**config.mk**
```make
export PLATFORM = sky130hd
export DESIGN_NAME = multicycle_controller
export DESIGN_NICKNAME = d
export VERILOG_FILES = /design/src/rtl/multicycle_controller_pkg.sv /design/src/rtl/alu_decoder.sv /design/src/rtl/multicycle_controller.sv
export SDC_FILE = /design/constraint.sdc
export NUM_CORES = 1
export LEC_CHECK = 0
export CAP_MARGIN = 15
export CORE_MARGIN = 5
export CORE_UTILIZATION = 35
export DETAILED_ROUTE_END_ITERATION = 16
export PLACE_DENSITY = 0.79
export SYNTH_ARGS = -nofsm -noshare
export SYNTH_HDL_FRONTEND = slang
export SYNTH_SLANG_ARGS = --single-unit
```
**constraint.sdc**
```tcl
create_clock -name clk -period 2 [get_ports clk]
set_input_delay 0.6 -clock clk [delete_from_list [all_inputs] [get_ports clk]]
set_output_delay 0.6 -clock clk [all_outputs]
set_load 0.01 [all_outputs]
```
**src/rtl/multicycle_controller_pkg.sv**
```systemverilog
// rtl/multicycle_controller_pkg.sv - shared encodings for the RV32I multi-cycle controller
package multicycle_controller_pkg;

    localparam logic [2:0] ALU_ADD = 3'b000;
    localparam logic [2:0] ALU_SUB = 3'b001;
    localparam logic [2:0] ALU_AND = 3'b010;
    localparam logic [2:0] ALU_OR  = 3'b011;
    localparam logic [2:0] ALU_XOR = 3'b100;
    localparam logic [2:0] ALU_SLL = 3'b101;
    localparam logic [2:0] ALU_SRL = 3'b110;
    localparam logic [2:0] ALU_SLT = 3'b111;

    localparam logic [6:0] OP_LOAD   = 7'b0000011;
    localparam logic [6:0] OP_STORE  = 7'b0100011;
    localparam logic [6:0] OP_RTYPE  = 7'b0110011;
    localparam logic [6:0] OP_ITYPE  = 7'b0010011;
    localparam logic [6:0] OP_BRANCH = 7'b1100011;
    localparam logic [6:0] OP_JAL    = 7'b1101111;

    localparam logic [1:0] SRCA_PC    = 2'b00;
    localparam logic [1:0] SRCA_OLDPC = 2'b01;
    localparam logic [1:0] SRCA_RS1   = 2'b10;

    localparam logic [1:0] SRCB_RS2  = 2'b00;
    localparam logic [1:0] SRCB_IMM  = 2'b01;
    localparam logic [1:0] SRCB_FOUR = 2'b10;

    localparam logic [1:0] RES_ALUOUT    = 2'b00;
    localparam logic [1:0] RES_MEMDATA   = 2'b01;
    localparam logic [1:0] RES_ALURESULT = 2'b10;

    localparam logic [1:0] IMM_I = 2'b00;
    localparam logic [1:0] IMM_S = 2'b01;
    localparam logic [1:0] IMM_B = 2'b10;
    localparam logic [1:0] IMM_J = 2'b11;

    typedef enum logic [3:0] {
        S_FETCH,
        S_DECODE,
        S_MEMADR,
        S_MEMREAD,
        S_MEMWB,
        S_MEMWRITE,
        S_EXECUTER,
        S_EXECUTEI,
        S_ALUWB,
        S_BRANCH,
        S_JAL
    } state_t;

    function automatic logic [1:0] imm_src_of(input logic [6:0] op);
        case (op)
            OP_STORE:  return IMM_S;
            OP_BRANCH: return IMM_B;
            OP_JAL:    return IMM_J;
            default:   return IMM_I;
        endcase
    endfunction

endpackage

```
**src/rtl/alu_decoder.sv**
```systemverilog
// rtl/alu_decoder.sv - funct3/funct7 to ALU operation decode with unsupported-encoding detect
module alu_decoder
    import multicycle_controller_pkg::*;
(
    input  logic [6:0] op,
    input  logic [2:0] funct3,
    input  logic       funct7b5,
    output logic [2:0] ALUControl,
    output logic       alu_illegal
);

    logic is_r;
    logic is_i;

    assign is_r = (op == OP_RTYPE);
    assign is_i = (op == OP_ITYPE);

    always_comb begin
        ALUControl  = ALU_ADD;
        alu_illegal = 1'b0;
        case (funct3)
            3'b000: ALUControl = (is_r && funct7b5) ? ALU_SUB : ALU_ADD;
            3'b001: ALUControl = ALU_SLL;
            3'b010: ALUControl = ALU_SLT;
            3'b011: alu_illegal = is_r || is_i;
            3'b100: ALUControl = ALU_XOR;
            3'b101: begin
                ALUControl = ALU_SRL;
                // funct7b5 selects SRA, which this core does not implement
                if (funct7b5 && (is_r || is_i))
                    alu_illegal = 1'b1;
            end
            3'b110: ALUControl = ALU_OR;
            3'b111: ALUControl = ALU_AND;
            default: ALUControl = ALU_ADD;
        endcase
        if (is_r && funct3 != 3'b000 && funct7b5)
            alu_illegal = 1'b1;
    end

endmodule

```
**src/rtl/multicycle_controller.sv**
```systemverilog
// rtl/multicycle_controller.sv - RV32I multi-cycle control FSM driving datapath selects and strobes
module multicycle_controller
    import multicycle_controller_pkg::*;
(
    input  logic       clk,
    input  logic       reset,
    input  logic [6:0] op,
    input  logic [2:0] funct3,
    input  logic       funct7b5,
    input  logic       Zero,
    input  logic       N,
    input  logic       V,
    output logic [2:0] ALUControl,
    output logic [1:0] ALUSrcA,
    output logic [1:0] ALUSrcB,
    output logic [1:0] ResultSrc,
    output logic [1:0] ImmSrc,
    output logic       AdrSrc,
    output logic       PCWrite,
    output logic       IRWrite,
    output logic       RegWrite,
    output logic       MemWrite,
    output logic       illegal_instr,
    output logic       retire
);

    state_t     state;
    state_t     next_state;
    logic [2:0] dec_alu_control;
    logic       alu_illegal;
    logic       branch_taken;
    logic       pc_write;
    logic       ir_write;
    logic       reg_write;
    logic       mem_write;
    logic       illegal_pulse;
    logic       retire_pulse;

    alu_decoder u_alu_decoder (
        .op          (op),
        .funct3      (funct3),
        .funct7b5    (funct7b5),
        .ALUControl  (dec_alu_control),
        .alu_illegal (alu_illegal)
    );

    always_ff @(posedge clk or posedge reset) begin
        if (reset)
            state <= S_FETCH;
        else
            state <= next_state;
    end

    always_comb begin
        branch_taken = 1'b0;
        case (funct3)
            3'b000: branch_taken = Zero;
            3'b001: branch_taken = !Zero;
            3'b100: branch_taken = N ^ V;
            3'b101: branch_taken = !(N ^ V);
            default: branch_taken = 1'b0;
        endcase
    end

    assign ImmSrc = imm_src_of(op);

    always_comb begin
        next_state    = S_FETCH;
        ALUControl    = ALU_ADD;
        ALUSrcA       = SRCA_PC;
        ALUSrcB       = SRCB_RS2;
        ResultSrc     = RES_ALUOUT;
        AdrSrc        = 1'b0;
        pc_write      = 1'b0;
        ir_write      = 1'b0;
        reg_write     = 1'b0;
        mem_write     = 1'b0;
        illegal_pulse = 1'b0;
        retire_pulse  = 1'b0;
        case (state)
            S_FETCH: begin
                ir_write   = 1'b1;
                ALUSrcA    = SRCA_PC;
                ALUSrcB    = SRCB_FOUR;
                ResultSrc  = RES_ALURESULT;
                pc_write   = 1'b1;
                next_state = S_DECODE;
            end
            S_DECODE: begin
                // Precompute the branch target into ALUOut while the opcode is examined
                ALUSrcA = SRCA_OLDPC;
                ALUSrcB = SRCB_IMM;
                case (op)
                    OP_LOAD, OP_STORE: next_state = S_MEMADR;
                    OP_RTYPE:  next_state = alu_illegal ? S_FETCH : S_EXECUTER;
                    OP_ITYPE:  next_state = alu_illegal ? S_FETCH : S_EXECUTEI;
                    OP_BRANCH: next_state = funct3[1] ? S_FETCH : S_BRANCH;
                    OP_JAL:    next_state = S_JAL;
                    default:   next_state = S_FETCH;
                endcase
                illegal_pulse = (next_state == S_FETCH);
            end
            S_MEMADR: begin
                ALUSrcA    = SRCA_RS1;
                ALUSrcB    = SRCB_IMM;
                next_state = (op == OP_LOAD) ? S_MEMREAD : S_MEMWRITE;
            end
            S_MEMREAD: begin
                AdrSrc     = 1'b1;
                next_state = S_MEMWB;
            end
            S_MEMWB: begin
                ResultSrc    = RES_MEMDATA;
                reg_write    = 1'b1;
                retire_pulse = 1'b1;
            end
            S_MEMWRITE: begin
                AdrSrc       = 1'b1;
                mem_write    = 1'b1;
                retire_pulse = 1'b1;
            end
            S_EXECUTER: begin
                ALUSrcA    = SRCA_RS1;
                ALUSrcB    = SRCB_RS2;
                ALUControl = dec_alu_control;
                next_state = S_ALUWB;
            end
            S_EXECUTEI: begin
                ALUSrcA    = SRCA_RS1;
                ALUSrcB    = SRCB_IMM;
                ALUControl = dec_alu_control;
                next_state = S_ALUWB;
            end
            S_ALUWB: begin
                reg_write    = 1'b1;
                retire_pulse = 1'b1;
            end
            S_BRANCH: begin
                ALUSrcA      = SRCA_RS1;
                ALUSrcB      = SRCB_RS2;
                ALUControl   = ALU_SUB;
                pc_write     = branch_taken;
                retire_pulse = 1'b1;
            end
            S_JAL: begin
                ALUSrcA    = SRCA_OLDPC;
                ALUSrcB    = SRCB_FOUR;
                pc_write   = 1'b1;
                next_state = S_ALUWB;
            end
            default: next_state = S_FETCH;
        endcase
    end

    // Strobes are gated directly by reset so an aborted store cannot commit
    assign PCWrite       = pc_write      & ~reset;
    assign IRWrite       = ir_write      & ~reset;
    assign RegWrite      = reg_write     & ~reset;
    assign MemWrite      = mem_write     & ~reset;
    assign illegal_instr = illegal_pulse & ~reset;
    assign retire        = retire_pulse  & ~reset;

endmodule

```
==> results.md, run 1 <==
- Status: finished with violations
- Violated checks: setup timing
- Mean routed wirelength per cell: 18.3 um
- Arr. time, crit path: 1.66 ns
- Grt peak-use layer: met2
- Pleak: 0.724 nW
- Final Cell Area: 1540 um^2
- Setup violation total in the final timing report: 10
- Yosys top cell area share: 15.2%
- Core area: 1760 um^2
- CTS tree: done
- Crit start category: input pin
- Min-Delay Path Class: input pin to async pin
- CP max stage cell: o31a_1
- Total congestion overflow: 0
- M1 GR Usage: 24.1%
- Mapped Cells: 93
- Crit Path Category: input pin to output port
- Count of different cell masters after synthesis: 40
- Num rows: 15
- Drt total wl: 3540 um
- Power Total: 0.856 mW
- Minimum clock period: 2.26 ns
- Max-Cap Viols: 0
- Initial drt markers: 22
- Critical-path cell list: buf_8 > nor3_4 > buf_4 > a41oi_2 > o31a_1 > o22ai_2 > buf_2
- Hold WS: 0.617 ns
- Peak Freq: 442 MHz
- Setup crit end kind: output port
- Total I/O pin count: 34
- Final Skew: 0.00537 ns
- Fillers: 95
- Die W: 53.4 um
- Starting Density: 37.4%
- Seq cells post-synth: 4
- EDFF count, synth: 0
- Register area share after synthesis: 15.2%
- Max clock buf depth: 2
- Buffers on Ports: 33
- Htree depth: 1
- Pin count of the biggest net entering global routing: 8
- Post-DR vias/cell: 5.75
- Worst slew pin tran: 0.400 ns
- Chip height: 53.4 um
- CTS clk-pin slew, worst paths: 0.04 ns
- Global Route met3 Usage: 3.66%
- Peak supply drop: 353 uV
- Top flop regs: state (4)
- CTS root buf: clkbuf_4
- Initial antenna violation count: 0
- Final HPWL DP: 2020 um
- Ranking of synthesized cells by area: dfrtp_1 (15%), nand2b_1 (4.7%), a21oi_1 (4.6%), nand2_1 (4.0%), nor2_1 (4.0%)
- CP peak stage delay: 0.26 ns
- Mapped Nets: 109
- Cts hold-fix bufs: 0
- Largest register FFs: 4
- Area post-placement: 1270 um^2
- Commonest non-fill, non-tap cells in the layout: buf_4 (37), buf_6 (22), buf_2 (18), nand2_1 (5), nor2_1 (5)
- WP data required: 1.40 ns
- GPL Wtd Cong: 0.794
- Ant. Diodes: 0
- RSZ-0062 raised after global routing: yes
- Routed Antenna Nets: 0
- Most used DFF post-synth: dfrtp_1
- DRC violations left: 0
- Area Overhead vs Synth: 134%
- Slew margin rel.: 73.1%
- Synth area leader: dfrtp_1
- Fin. max-slew vios: 0
- P per Cell Area: 556 nW/um^2
- Worst setup margin: -0.261 ns
- Final period utilization: 113%
- First-pass GRT wire length: 5070 um
- Syn. warnings: 0
- Nets@finish: 187
- GRT met2 Usage: 45.3%
- Fin. Hold Viols: 0
- Commonest non-fill, non-tap cell in the layout: buf_4
- Share of cells above drive strength 1: 74.0%
- Syn Area/Cell: 7.09 um^2
- GRT Total Usage: 24.3%
- Num Clock Sinks: 4
- Most flops, register: state
- CP max FO: 2
- CTS buffer count: 3
- Worst-Skew Late Latency: 0.24 ns
- Via count: 1115
- Fraction of registers with async set/reset: 100%
- Mapped cell area: 659 um^2
- First-pass iteration count of the detailed router: 5
- Die Area: 2850 um^2
- Vias in the first global route: 1191
-- critical path: cells and delay by family --
| family | cells | cell delay (ns) |
|---|---|---|
| AND/OR/NAND/NOR | 1 | 0.19 |
| buffers and inverters | 3 | 0.40 |
| AO/OA/AOI/OAI | 3 | 0.46 |
-- cell usage after synthesis (2+ instances only) --
| cell | number |
|---|---|
| nor2b_1 | 2 |
| xor2_1 | 3 |
| o21ai_0 | 4 |
| a22o_1 | 2 |
| nand2_1 | 7 |
| and2_1 | 2 |
| o21a_1 | 2 |
| a21oi_1 | 6 |
| nand2b_1 | 5 |
| nor4_1 | 3 |
| mux2i_1 | 2 |
| nor3b_1 | 2 |
| nor3_1 | 5 |
| or3_1 | 2 |
| nand3b_1 | 2 |
| xnor2_1 | 3 |
| a211oi_1 | 2 |
| buf_2 | 3 |
| nor2_1 | 7 |
| clkbuf_1 | 5 |
| o22ai_1 | 2 |
| dfrtp_1 | 4 |
-- layout make-up --
type                            instances  area, um^2  area share [%]
Clock buffer                            3        22.5            1.46
Inverter                                1        3.75           0.244
Multi-Input combinational cell         79         713            46.3
Sequential cell                         4         103            6.66
Tap cell                               25        31.3            2.03
Timing Repair Buffer                   82         667            43.3
-- per-stage QoR --
stage,TNS [ns],cells,utilization (%),setup slack (ns)
6_report,-0.996,194,87.3,-0.261
5_1_grt,-1.55,194,87.3,-0.296
4_1_cts,-0.557,190,80.6,-0.241
3_5_place_dp,-9.90,177,72.0,-1.04
3_3_place_gp,-9.23,177,72.0,-0.999
2_1_floorplan,0,93,-,0.0138
-- kinds of logic (layout without fill, tap and decap cells) --
kind of cell | after synthesis | count (layout) | share of synthesized area, %
compound gates | 26 | 26 | 28.1
xor+xnor | 6 | 6 | 7.97
flops | 4 | 4 | 15.2
mux | 2 | 2 | 3.04
buf+inv | 10 | 86 | 7.40
simple gates | 45 | 45 | 38.3
-- what timing repair did --
action,CTS,global route
pin swaps,23,14
endpoints found under the setup margin,19,17
cloned,0,0
setup buffers,14,4
gates resized for setup,166,32
-- worst paths after layout --
kind / from / endpoint / slack, ns / cells after the start
max: op[6] / ALUControl[0] / -0.26 / 7
min: reset / state[1] / 0.62 / 3
max reg2reg: state[1] / state[0] / 0.38 / 5
min reg2reg: state[3] / state[0] / 0.72 / 3
max in group asynchronous: reset / state[3] / 1.26 / 3
min in group clk: state[3] / state[0] / 0.72 / 3
-- where the power goes --
group	total [mW]	switching (mW)	internal (mW)
clock network	0.0999	0.0328	0.0671
registers	0.122	0.0274	0.0950
logic	0.634	0.296	0.338
-- layer usage --
layer,share of wire (%),vias to the layer above
li1,-,490
met1,36,520
met2,53,83
met3,6.0,22
met4,4.5,0
met5,0,-
No activity file was read; power rests on OpenSTA's default activity.
==> inputs of run 2 (changes only) <==
--- a/config.mk
+++ b/config.mk
@@ -5,7 +5,6 @@
 export SDC_FILE = /design/constraint.sdc
 export NUM_CORES = 1
 export LEC_CHECK = 0
-export CAP_MARGIN = 15
 export CORE_MARGIN = 5
 export CORE_UTILIZATION = 35
 export DETAILED_ROUTE_END_ITERATION = 16
==> results of run 2 <==
The final DEF is identical to that of run 1; final timing and power are the same.
==> inputs of run 3 (changes only) <==
--- a/config.mk
+++ b/config.mk
@@ -6,9 +6,10 @@
 export NUM_CORES = 1
 export LEC_CHECK = 0
 export CORE_MARGIN = 5
-export CORE_UTILIZATION = 35
+export CORE_UTILIZATION = 26
 export DETAILED_ROUTE_END_ITERATION = 16
-export PLACE_DENSITY = 0.79
+export MAX_ROUTING_LAYER = met4
+export PLACE_DENSITY = 0.61
 export SYNTH_ARGS = -nofsm -noshare
 export SYNTH_HDL_FRONTEND = slang
 export SYNTH_SLANG_ARGS = --single-unit
==> constraint.sdc (replaced) <==
create_clock -name clk -period 2.56 [get_ports clk]
set_input_delay 0.768 -clock clk [delete_from_list [all_inputs] [get_ports clk]]
set_output_delay 0.768 -clock clk [all_outputs]
set_load 0.01 [all_outputs]
==> run 3 against run 2 <==
Net effect:
- the flow now finishes without violations
- global-route usage fell by 8.6 points
- worst setup slack improved by 0.30 ns
- power decreased by 34%
- via count is 13% lower
- wire length fell by 27%
- non-clock buffer count grew 2
- clock power decreased by 24%
- sequential share of layout area is 0.46 points higher
- count of clock-buffer cells in the layout unchanged
- register-to-register slack improved by 0.75 ns
- critical path depth fell by 1
==> results.md, run 3 (synthesized netlist as in run 1, its figures left out) <==
- Setup crit end kind: output port
- P per Cell Area: 390 nW/um^2
- Max-Cap Viols: 0
- Core area: 2450 um^2
- CP bufs+invs: 2
- Power Total: 0.562 mW
- Total I/O pin count: 34
- Commonest non-fill, non-tap cell in the layout: buf_4
- Delay-heaviest family, CP: compound AO/OA/AOI/OAI gates
- Initial drt markers: 39
- Area Overhead vs Synth: 118%
- Final period utilization: 98.5%
- Pleak: 0.731 nW
- Worst slew pin tran: 0.332 ns
- Min-Delay Path Class: flop to flop
- Chip height: 60.4 um
- Largest register FFs: 4
- Initial antenna violation count: 0
- CP max stage cell: o31a_1
- CTS clk-pin slew, worst paths: 0.04 ns
- Arr. time, crit path: 1.75 ns
- Die Area: 3640 um^2
- Fin. Hold Viols: 0
- First-pass iteration count of the detailed router: 4
- First-pass GRT wire length: 4340 um
- Most flops, register: state
- Num Clock Sinks: 4
- Commonest non-fill, non-tap cells in the layout: buf_4 (49), dlygate4sd2_1 (11), buf_2 (9), nor2_1 (7), nand2_1 (6)
- Peak supply drop: 224 uV
- DP Worst Slack: -0.864 ns
- Nets@finish: 189
- Via count: 968
- Minimum clock period: 2.52 ns
- Share of cells above drive strength 1: 52.0%
- Crit Path Category: input pin to output port
- GPL Wtd Cong: 0.833
- Setup TNS: 0 ns
- CTS tree: done
- Max clock buf depth: 2
- Slew margin rel.: 77.7%
- Post-DR vias/cell: 4.82
- Final HPWL DP: 1750 um
- WP data required: 1.79 ns
- Htree depth: 1
- RSZ-0062 raised after global routing: yes
- Worst-Skew Late Latency: 0.23 ns
- Fin. max-slew vios: 0
- Crit start category: input pin
- Pin count of the biggest net entering global routing: 10
- Final Skew: 0.000299 ns
- Total congestion overflow: 0
- CP max FO: 3
- Drt total wl: 2570 um
- Critical-path cell list: buf_8 > nor3_4 > a41oi_2 > o31a_1 > o22ai_1 > buf_2
- DRC violations left: 0
- CTS buffer count: 3
- CTS root buf: clkbuf_4
- Hold WS: 0.529 ns
- Peak Freq: 396 MHz
- Setup violation total in the final timing report: 0
- Ant. Diodes: 0
- Routed Antenna Nets: 0
- Worst setup margin: 0.0375 ns
- GRT Total Usage: 15.7%
- CP peak stage delay: 0.26 ns
- Mean routed wirelength per cell: 12.8 um
- Buffers on Ports: 33
- Die W: 60.4 um
- Starting Density: 26.9%
- Vias in the first global route: 1086
- Final Util: 58.7%
- Status: complete, no violations
- Top flop regs: state (4)
- Num rows: 18
-- run 3: cell types whose count changed in the layout (fill, tap and decap cells not counted), moves of 3 or more --
| cell | delta |
|---|---|
| buf_6 | -19 |
| buf_4 | +12 |
| dlygate4sd2_1 | +11 |
| buf_2 | -9 |
| clkdlybuf4s15_1 | +4 |
| dlymetal6s2s_1 | +3 |
| nand2b_1 | +3 |
| nor4_2 | +3 |
| nor4_4 | -3 |
-- run 3: worst paths after layout --
kind | startpoint | endpoint | slack [ns] | cells past startpoint
worst max-delay path | op[3] | ALUControl[0] | 0.04 | 6
worst min-delay path | state[3] | state[0] | 0.53 | 1
worst max register to register | state[1] | state[0] | 1.13 | 4
worst min register to register | state[3] | state[0] | 0.53 | 1
max in group asynchronous | reset | state[3] | 1.55 | 4
min in group asynchronous | reset | state[0] | 0.90 | 4
-- run 3: what timing repair did --
item / in CTS / in global routing
setup buffers: 18 / 2
pin swaps: 16 / 11
hold buffers: 0 / 0
setup endpoints to repair: 14 / 11
endpoints found under the hold margin: 0 / 0
gates resized for setup: 81 / 23
-- run 3: per-stage QoR --
step | instance area [um^2] | instances
floorplan | 659 | 93
CTS | 1390 | 199
global route | 1440 | 201
detailed placement | 1210 | 178
finish | 1440 | 201
global placement | 1210 | 178
-- run 3: routing by layer --
| metal | share of wire (%) | global-route usage, % | up-vias |
|---|---|---|---|
| met5 | 0 | - | - |
| met2 | 56 | 30.4 | 23 |
| met4 | 1.7 | 6.01 | 0 |
| met3 | 3.0 | 0.638 | 4 |
| li1 | - | - | 494 |
| met1 | 40 | 16.4 | 447 |
-- run 3: final cells by class --
class,count,area [um^2]
fillers,222,1010
repair buffers,84,666
multi-input cells,79,608
flip-flops and latches,4,103
well taps,30,37.5
clock buffers,3,22.5
inverters,1,3.75
-- run 3: power breakdown --
group,switching (mW),internal (mW)
Sequential,0.00874,0.0741
Combinational,0.180,0.222
Clock,0.0235,0.0523
